### src/rtl/uart_rx.sv
// uart_rx -- oversampling asynchronous serial receiver with a valid/ready output.
//
// Frame format: one start bit (0), DATA_WIDTH payload bits sent LSB first,
// one stop bit (1). No parity. The line idles high.
//
// Ports:
//   clk        in   1           single clock, all logic on its rising edge
//   reset      in   1           synchronous active-high reset
//   ena        in   1           receiver enable; low aborts any frame in flight
//   rxd        in   1           asynchronous serial line, idle high
//   rx_data    out  DATA_WIDTH  last accepted payload
//   rx_valid   out  1           rx_data holds a frame not yet consumed
//   rx_ready   in   1           consumer takes rx_data this cycle
//   frame_err  out  1           one-cycle pulse when a stop bit samples low
//   overrun    out  1           one-cycle pulse when a good frame is dropped
//                               because the previous one was still unconsumed
//
// Timing: after the start edge is seen on the synchronized line, the start
// bit is re-checked HALF_PULSE_WIDTH cycles later (its middle). Every later
// sample is PULSE_WIDTH cycles after the previous one, so all samples land
// near bit centres. The baud counter restarts at each sample point, so the
// only timing error is the integer truncation of PULSE_WIDTH.

module uart_rx #(
   parameter int DATA_WIDTH = 8,
   parameter int BAUD_RATE  = 115_200,
   parameter int CLK_FREQ   = 50_000_000
) (
   input  logic                  clk,
   input  logic                  reset,
   input  logic                  ena,
   input  logic                  rxd,
   output logic [DATA_WIDTH-1:0] rx_data,
   output logic                  rx_valid,
   input  logic                  rx_ready,
   output logic                  frame_err,
   output logic                  overrun
);

   localparam int PULSE_WIDTH      = CLK_FREQ / BAUD_RATE;
   localparam int HALF_PULSE_WIDTH = PULSE_WIDTH / 2;
   localparam int CNT_W            = (PULSE_WIDTH > 1) ? $clog2(PULSE_WIDTH) : 1;
   localparam int IDX_W            = (DATA_WIDTH > 1) ? $clog2(DATA_WIDTH) : 1;

   // Terminal counts: a count of N cycles ends when the counter shows N-1.
   localparam logic [CNT_W-1:0] PULSE_LAST = CNT_W'(PULSE_WIDTH - 1);
   localparam logic [CNT_W-1:0] HALF_LAST  =
      CNT_W'((HALF_PULSE_WIDTH > 0) ? (HALF_PULSE_WIDTH - 1) : 0);
   localparam logic [IDX_W-1:0] IDX_LAST   = IDX_W'(DATA_WIDTH - 1);

   localparam logic [CNT_W-1:0]      CNT_ZERO  = {CNT_W{1'b0}};
   localparam logic [CNT_W-1:0]      CNT_ONE   = CNT_W'(1);
   localparam logic [IDX_W-1:0]      IDX_ZERO  = {IDX_W{1'b0}};
   localparam logic [IDX_W-1:0]      IDX_ONE   = IDX_W'(1);
   localparam logic [DATA_WIDTH-1:0] DATA_ZERO = {DATA_WIDTH{1'b0}};

   typedef enum logic [1:0] {
      IDLE  = 2'd0,
      START = 2'd1,
      DATA  = 2'd2,
      STOP  = 2'd3
   } state_t;

   state_t                state_q,     state_d;
   logic [CNT_W-1:0]      cnt_q,       cnt_d;
   logic [IDX_W-1:0]      idx_q,       idx_d;
   logic [DATA_WIDTH-1:0] shift_q,     shift_d;
   logic [DATA_WIDTH-1:0] rx_data_q,   rx_data_d;
   logic                  rx_valid_q,  rx_valid_d;
   logic                  frame_err_q, frame_err_d;
   logic                  overrun_q,   overrun_d;
   logic                  meta_q,      meta_d;
   logic                  rxs_q,       rxs_d;

   // New bit on top, payload one place down: built wide so it also works for DATA_WIDTH == 1.
   logic [DATA_WIDTH:0]   shift_in_s;
   // rx_valid after the consumer handshake alone, before any new frame lands.
   logic                  hs_valid_s;

   assign shift_in_s = {rxs_q, shift_q};

   assign rx_data   = rx_data_q;
   assign rx_valid  = rx_valid_q;
   assign frame_err = frame_err_q;
   assign overrun   = overrun_q;

   // Next-state logic: synchronizer, bit-timing FSM, output register and handshake.
   always_comb begin
      state_d     = state_q;
      cnt_d       = cnt_q;
      idx_d       = idx_q;
      shift_d     = shift_q;
      rx_data_d   = rx_data_q;
      frame_err_d = 1'b0;
      overrun_d   = 1'b0;
      meta_d      = rxd;
      rxs_d       = meta_q;

      // A ready with nothing valid is harmless: it only clears a set flag.
      if (rx_valid_q && rx_ready) begin
         hs_valid_s = 1'b0;
      end else begin
         hs_valid_s = rx_valid_q;
      end
      rx_valid_d = hs_valid_s;

      case (state_q)
         IDLE: begin
            cnt_d = CNT_ZERO;
            if (!rxs_q && ena) begin
               state_d = START;
            end else begin
               state_d = IDLE;
            end
         end

         START: begin
            if (cnt_q == HALF_LAST) begin
               cnt_d = CNT_ZERO;
               idx_d = IDX_ZERO;
               // Still low at mid-bit: a real start bit. High: a glitch, ignore it.
               if (!rxs_q) begin
                  state_d = DATA;
               end else begin
                  state_d = IDLE;
               end
            end else begin
               cnt_d = cnt_q + CNT_ONE;
            end
         end

         DATA: begin
            if (cnt_q == PULSE_LAST) begin
               cnt_d   = CNT_ZERO;
               shift_d = shift_in_s[DATA_WIDTH:1];
               if (idx_q == IDX_LAST) begin
                  state_d = STOP;
               end else begin
                  idx_d = idx_q + IDX_ONE;
               end
            end else begin
               cnt_d = cnt_q + CNT_ONE;
            end
         end

         STOP: begin
            if (cnt_q == PULSE_LAST) begin
               // Back to IDLE at mid-stop-bit so a back-to-back start edge is not missed.
               cnt_d   = CNT_ZERO;
               state_d = IDLE;
               if (rxs_q) begin
                  // A frame being consumed this very cycle frees the slot for the new one.
                  if (!rx_valid_q || rx_ready) begin
                     rx_data_d  = shift_q;
                     rx_valid_d = 1'b1;
                  end else begin
                     overrun_d = 1'b1;
                  end
               end else begin
                  frame_err_d = 1'b1;
               end
            end else begin
               cnt_d = cnt_q + CNT_ONE;
            end
         end

         default: begin
            state_d = IDLE;
            cnt_d   = CNT_ZERO;
         end
      endcase

      // Disable wins over everything the FSM decided: silent abort, handshake untouched.
      if (!ena) begin
         state_d     = IDLE;
         cnt_d       = CNT_ZERO;
         rx_data_d   = rx_data_q;
         rx_valid_d  = hs_valid_s;
         frame_err_d = 1'b0;
         overrun_d   = 1'b0;
      end else begin
         state_d = state_d;
      end
   end

   // State and output registers with synchronous reset; synchronizer resets to the idle level.
   always_ff @(posedge clk) begin
      if (reset) begin
         state_q     <= IDLE;
         cnt_q       <= CNT_ZERO;
         idx_q       <= IDX_ZERO;
         shift_q     <= DATA_ZERO;
         rx_data_q   <= DATA_ZERO;
         rx_valid_q  <= 1'b0;
         frame_err_q <= 1'b0;
         overrun_q   <= 1'b0;
         meta_q      <= 1'b1;
         rxs_q       <= 1'b1;
      end else begin
         state_q     <= state_d;
         cnt_q       <= cnt_d;
         idx_q       <= idx_d;
         shift_q     <= shift_d;
         rx_data_q   <= rx_data_d;
         rx_valid_q  <= rx_valid_d;
         frame_err_q <= frame_err_d;
         overrun_q   <= overrun_d;
         meta_q      <= meta_d;
         rxs_q       <= rxs_d;
      end
   end

endmodule

### config.mk
export PLATFORM = sky130hd
export DESIGN_NAME = uart_rx
export DESIGN_NICKNAME = d
export VERILOG_FILES = /design/src/rtl/uart_rx.sv
export SDC_FILE = /design/constraint.sdc
export NUM_CORES = 1
export LEC_CHECK = 0
export ABC_AREA = 1
export BUFFER_PORTS_ARGS = -buffer_cell sky130_fd_sc_hd__buf_2
export CELL_PAD_IN_SITES_DETAIL_PLACEMENT = 1
export CELL_PAD_IN_SITES_GLOBAL_PLACEMENT = 2
export CORE_MARGIN = 2
export CORE_UTILIZATION = 29
export CTS_CLUSTER_DIAMETER = 200
export CTS_CLUSTER_SIZE = 14
export DETAILED_ROUTE_END_ITERATION = 8
export PLACE_DENSITY = 0.81
export SLEW_MARGIN = 25
export SYNTH_ARGS = -nofsm -noshare
export SYNTH_HDL_FRONTEND = slang
export SYNTH_SLANG_ARGS = --single-unit
### constraint.sdc
create_clock -name clk -period 1.5 [get_ports clk]
set_clock_uncertainty 0.15 [all_clocks]
set_input_delay 0.225 -clock clk [delete_from_list [all_inputs] [get_ports clk]]
set_output_delay 0.225 -clock clk [all_outputs]
set_load 0.1 [all_outputs]
# Word level (Yosys, flattened, before mapping)
# Cells that the tools add are included.
# W data, S select, Z words.
# totals
register_bits	35
# classes
n_addsub	2
n_eq_ne	11
mux	22
bitwise_logic	4
reduce_logical	15
# op_table
operator	count
$pmux W9 S3	1
$mux W9	2
$mux W2	5
$ne A2 B2 Y1 const B	5
$add A9 B1 Y9 const B	1
$eq A9 B8 Y1 const B	1
$eq A9 B9 Y1 const B	1
$mux W1	9
$mux W3	3
$pmux W2 S4	1
$reduce_and A4 Y1	2
$pmux W3 S2	1
$reduce_and A5 Y1	1
$reduce_or A5 Y1	1
$eq A2 B2 Y1 const B	2
$not A1 Y1	4
$reduce_or A2 Y1	2
$reduce_or A4 Y1	1
$add A3 B1 Y3 const B	1
$eq A3 B3 Y1 const B	1
$eq A2 B1 Y1 const B	1
$logic_and A1 B1 Y1	2
$logic_not A1 Y1	2
$logic_not A2 Y1	1
3 further kinds	3

# Logic depth before layout (Yosys ltp)
# logic_depth
ltp_word	7
depth_mapped	11

# Worst setup path before layout
# Ideal clock, no wire load.
# synth_path
kind	register -> register
start	register rx_valid_q, in the netlist rx_valid
end	register rx_data_q[5], in the netlist rx_data[5]
setup_ns	0.113
t_arrival_ns	1.600
t_required_ns	1.237
path_slack_ns	-0.362
path_stages_with_launch	9
path_buffers	1
synth_period_minus_slack_ns	1.862
cell_sequence	dfxtp_1 -> inv_1 -> nor2_1 -> nor2_1 -> nand4_4 -> buf_6 -> nand2_1 -> nand2_1 -> nor2_1
# synth_between
elab_chain_len	3
# synth_rtl
element	line	text
start: declaration	69	logic rx_valid_q, rx_valid_d;
start signal: assignment	205	rx_valid_q <= rx_valid_d;
$logic_not A1 Y1	153	if (!rx_valid_q || rx_ready) begin
$logic_or A1 B1 Y1	153	
$reduce_and A5 Y1 (no line)	-	
end signal: assignment	204	rx_data_q <= rx_data_d;
end: declaration	68	logic [DATA_WIDTH-1:0] rx_data_q, rx_data_d;
# No other way between the ends.
# A chain may end at the register's enable or synchronous reset.

==> qor.csv <==
stage,metric,value,unit
floorplan,die_w,78.3,µm
route,drc,0,
timing,min_period_over_period,104,%
placement,io_buffers,15,
logic_synthesis,yosysSeqAreaShare,43.8,%
route,wl,3990,µm
floorplan,fp.dieH,78.3,µm
clock_tree,cts_made_buffers,5,
clock_tree,cts.sinks,35,
timing,hold_ws,86.3,ps
timing,worst_pin_slew,494,ps
clock_tree,clockRootBuffer,clkbuf_8,
logic_synthesis,syn_area_per_cell,6.98,µm²
power_and_ir_drop,power.density,749,nW/µm²
cells_and_area,fillers,688,
placement,place_ws,-108,ps
logic_synthesis,ys_types,23,
route,vias,1507,
timing,finalSetupViolCount,22,
timing,setup_slack,-65.6,ps
route,drtIter0Drc,50,
timing,min_period,1570,ps
global_route,antenna_found_initial,0,
cells_and_area,final_common_cell,nand2_1,
route,ant_nets,0,
logic_synthesis,yosys_register_bits,35,
logic_synthesis,yosysWarnings,0,
cells_and_area,final_cell_mix,"nand2_1 (41), nor2_1 (38), inv_1 (31), dfxtp_1 (31), buf_4 (17)",
logic_synthesis,synth_area,1600,µm²
timing,relSlewSlack,67.3,%
setup_path,critPathLaunchType,flip-flop,
global_route,grt_pass1_wl,6840,µm
power_and_ir_drop,leakage,0.961,nW
clock_tree,cts_tree,yes,
placement,dp_hpwl,2700,µm
clock_tree,h-tree-depth,2,
global_route,grt_overflow,0,
clock_tree,path_clk_slew,70,ps
cells_and_area,finalNonFillerCells,343,
logic_synthesis,synth_cells,229,
setup_path,cp-end-kind,flip-flop,
setup_path,cp_max_fo,3,
status,violations,setup timing,
timing,grt_setup_unrepaired,yes,
global_route,grt_use_total,14.4,%
global_route,grt_max_degree,13,
cells_and_area,diodes,0,
placement,gp_congestion,0.751,
timing,maxSlewViolCount,0,
setup_path,criticalPathCategory,reg2reg,
status,outcome,"complete, but fails checks",
placement,placedCellCount,330,
floorplan,dieArea,6120,µm²
route,first_pass_iters,4,
floorplan,num_io_pins,16,
timing,fin_tns_setup,-416,ps
min_path,hp-class,in2reg,
global_route,grt_pass1_vias,1526,
cells_and_area,layout-drive-gt1-share,33.2,%
floorplan,rows,27,
timing,hold_violations,0,
power_and_ir_drop,p_total,1.65,mW
setup_path,crit_arrival,1590,ps
power_and_ir_drop,vdd_ir_drop_max,422,µV
clock_tree,insertion_delay,290,ps
floorplan,start_util,29.6,%
cells_and_area,areaGrowthSynthToFinish,38.2,%
setup_path,cp.required,1530,ps
logic_synthesis,syn-num-nets,239,
cells_and_area,nets,280,
route,wire_per_inst,11.6,µm
clock_tree,cts_buffer_depth,2,
floorplan,core,5410,µm²
route,via_per_inst,4.39,
run,drv_cap,0,
timing,max_freq,639,MHz
[routing by layer]
metal  track usage (%)  up-vias  routed length (µm)
met2              22.2       16                1850
met3              4.02        8                 129
met4              6.84        0                  79
met5                 0        -                   0
li1                  -      786                   -
met1              18.5      697                1940
[cells in the mapped netlist, drive strengths merged]
cell | number | share of area, %
nor4 | 1 | 0.39
a21oi | 12 | 3.8
nor2 | 44 | 11
dfxtp | 35 | 44
nand4 | 6 | 3.3
or2 | 2 | 0.78
clkbuf | 1 | 0.23
nand2 | 59 | 14
xor2 | 3 | 1.6
xnor2 | 1 | 0.55
o211ai | 1 | 0.47
inv | 36 | 8.5
o21ai | 4 | 1.3
nor3 | 2 | 0.63
buf | 4 | 1.8
nand3 | 13 | 4.1
ha | 5 | 3.9
[logic make-up (layout without fill, tap and decap cells)]
group / after synthesis / after routing / synth area share, %
flip-flops: 35 / 35 / 43.8
XOR/XNOR: 4 / 4 / 2.19
AO/OA/AOI/OAI: 17 / 17 / 5.48
adder cells (fa/ha/maj): 5 / 5 / 3.91
AND/OR/NAND/NOR: 127 / 128 / 34.1
buffers and inverters: 41 / 82 / 10.5
[metrics by stage]
step                      cell area, µm²  util, %
after floorplan                     1610        -
after global placement              1890     35.0
after detailed placement            1890     35.0
after CTS                           2090     38.7
after global routing                2210     40.9
final                               2210     40.9
[layout make-up]
cell class                 count  area [µm²]  share of cell area [%]
clock inverter                 1        5.00                   0.227
tap                           72        90.1                    4.08
timing repair buffer          38         278                    12.6
sequential                    35         711                    32.2
clock buffer                   7        76.3                    3.45
multi-input combinational    154         915                    41.4
inverter                      36         135                    6.12
[registers in the layout, summed over array words and instances, names as in the netlist, named ones only]
signal     flops
idx_q          3
frame_err      1
overrun        1
shift_q        8
cnt_q          9
rx_data        8
rx_valid       1
rxs_q          1
meta_q         1
state_q        1
[critical path, stage by stage, from the launching register on]
cell	delay, ps
dfxtp_2	320
inv_2	60
buf_4	110
ha_4	110
nand2_2	50
nor2_2	90
nand2_1	70
nand2_2	70
buf_6	120
nand2_4	60
inv_2	50
nand3_2	60
nand2_1	70
nand2_1	50
[power breakdown]
| part | internal, mW | switching (mW) | total (mW) |
|---|---|---|---|
| logic | 0.0271 | 0.0364 | 0.0635 |
| registers | 0.931 | 0.00548 | 0.937 |
| clock network | 0.326 | 0.329 | 0.654 |
[path summary, 6_finish.rpt]
path | from | endpoint | slack, ps | depth (start not counted)
worst max-delay path | cnt_q[1] | flip-flop | -70 | 13
worst min register to register | meta_q | rxs_q | 260 | 1
worst min-delay path | rx_ready | overrun | 90 | 4
worst max register to register | cnt_q[1] | flip-flop | -70 | 13
[repair_timing]
action | CTS | global route
endpoints found under the hold margin | 1 | 0
hold buffers | 1 | 0
pin swaps | 7 | 18
buffers inserted | 1 | 1
cloned | 2 | 0
setup endpoints to repair | 30 | 32
resized for setup | 22 | 32
(Power assumes the default switching activity.)
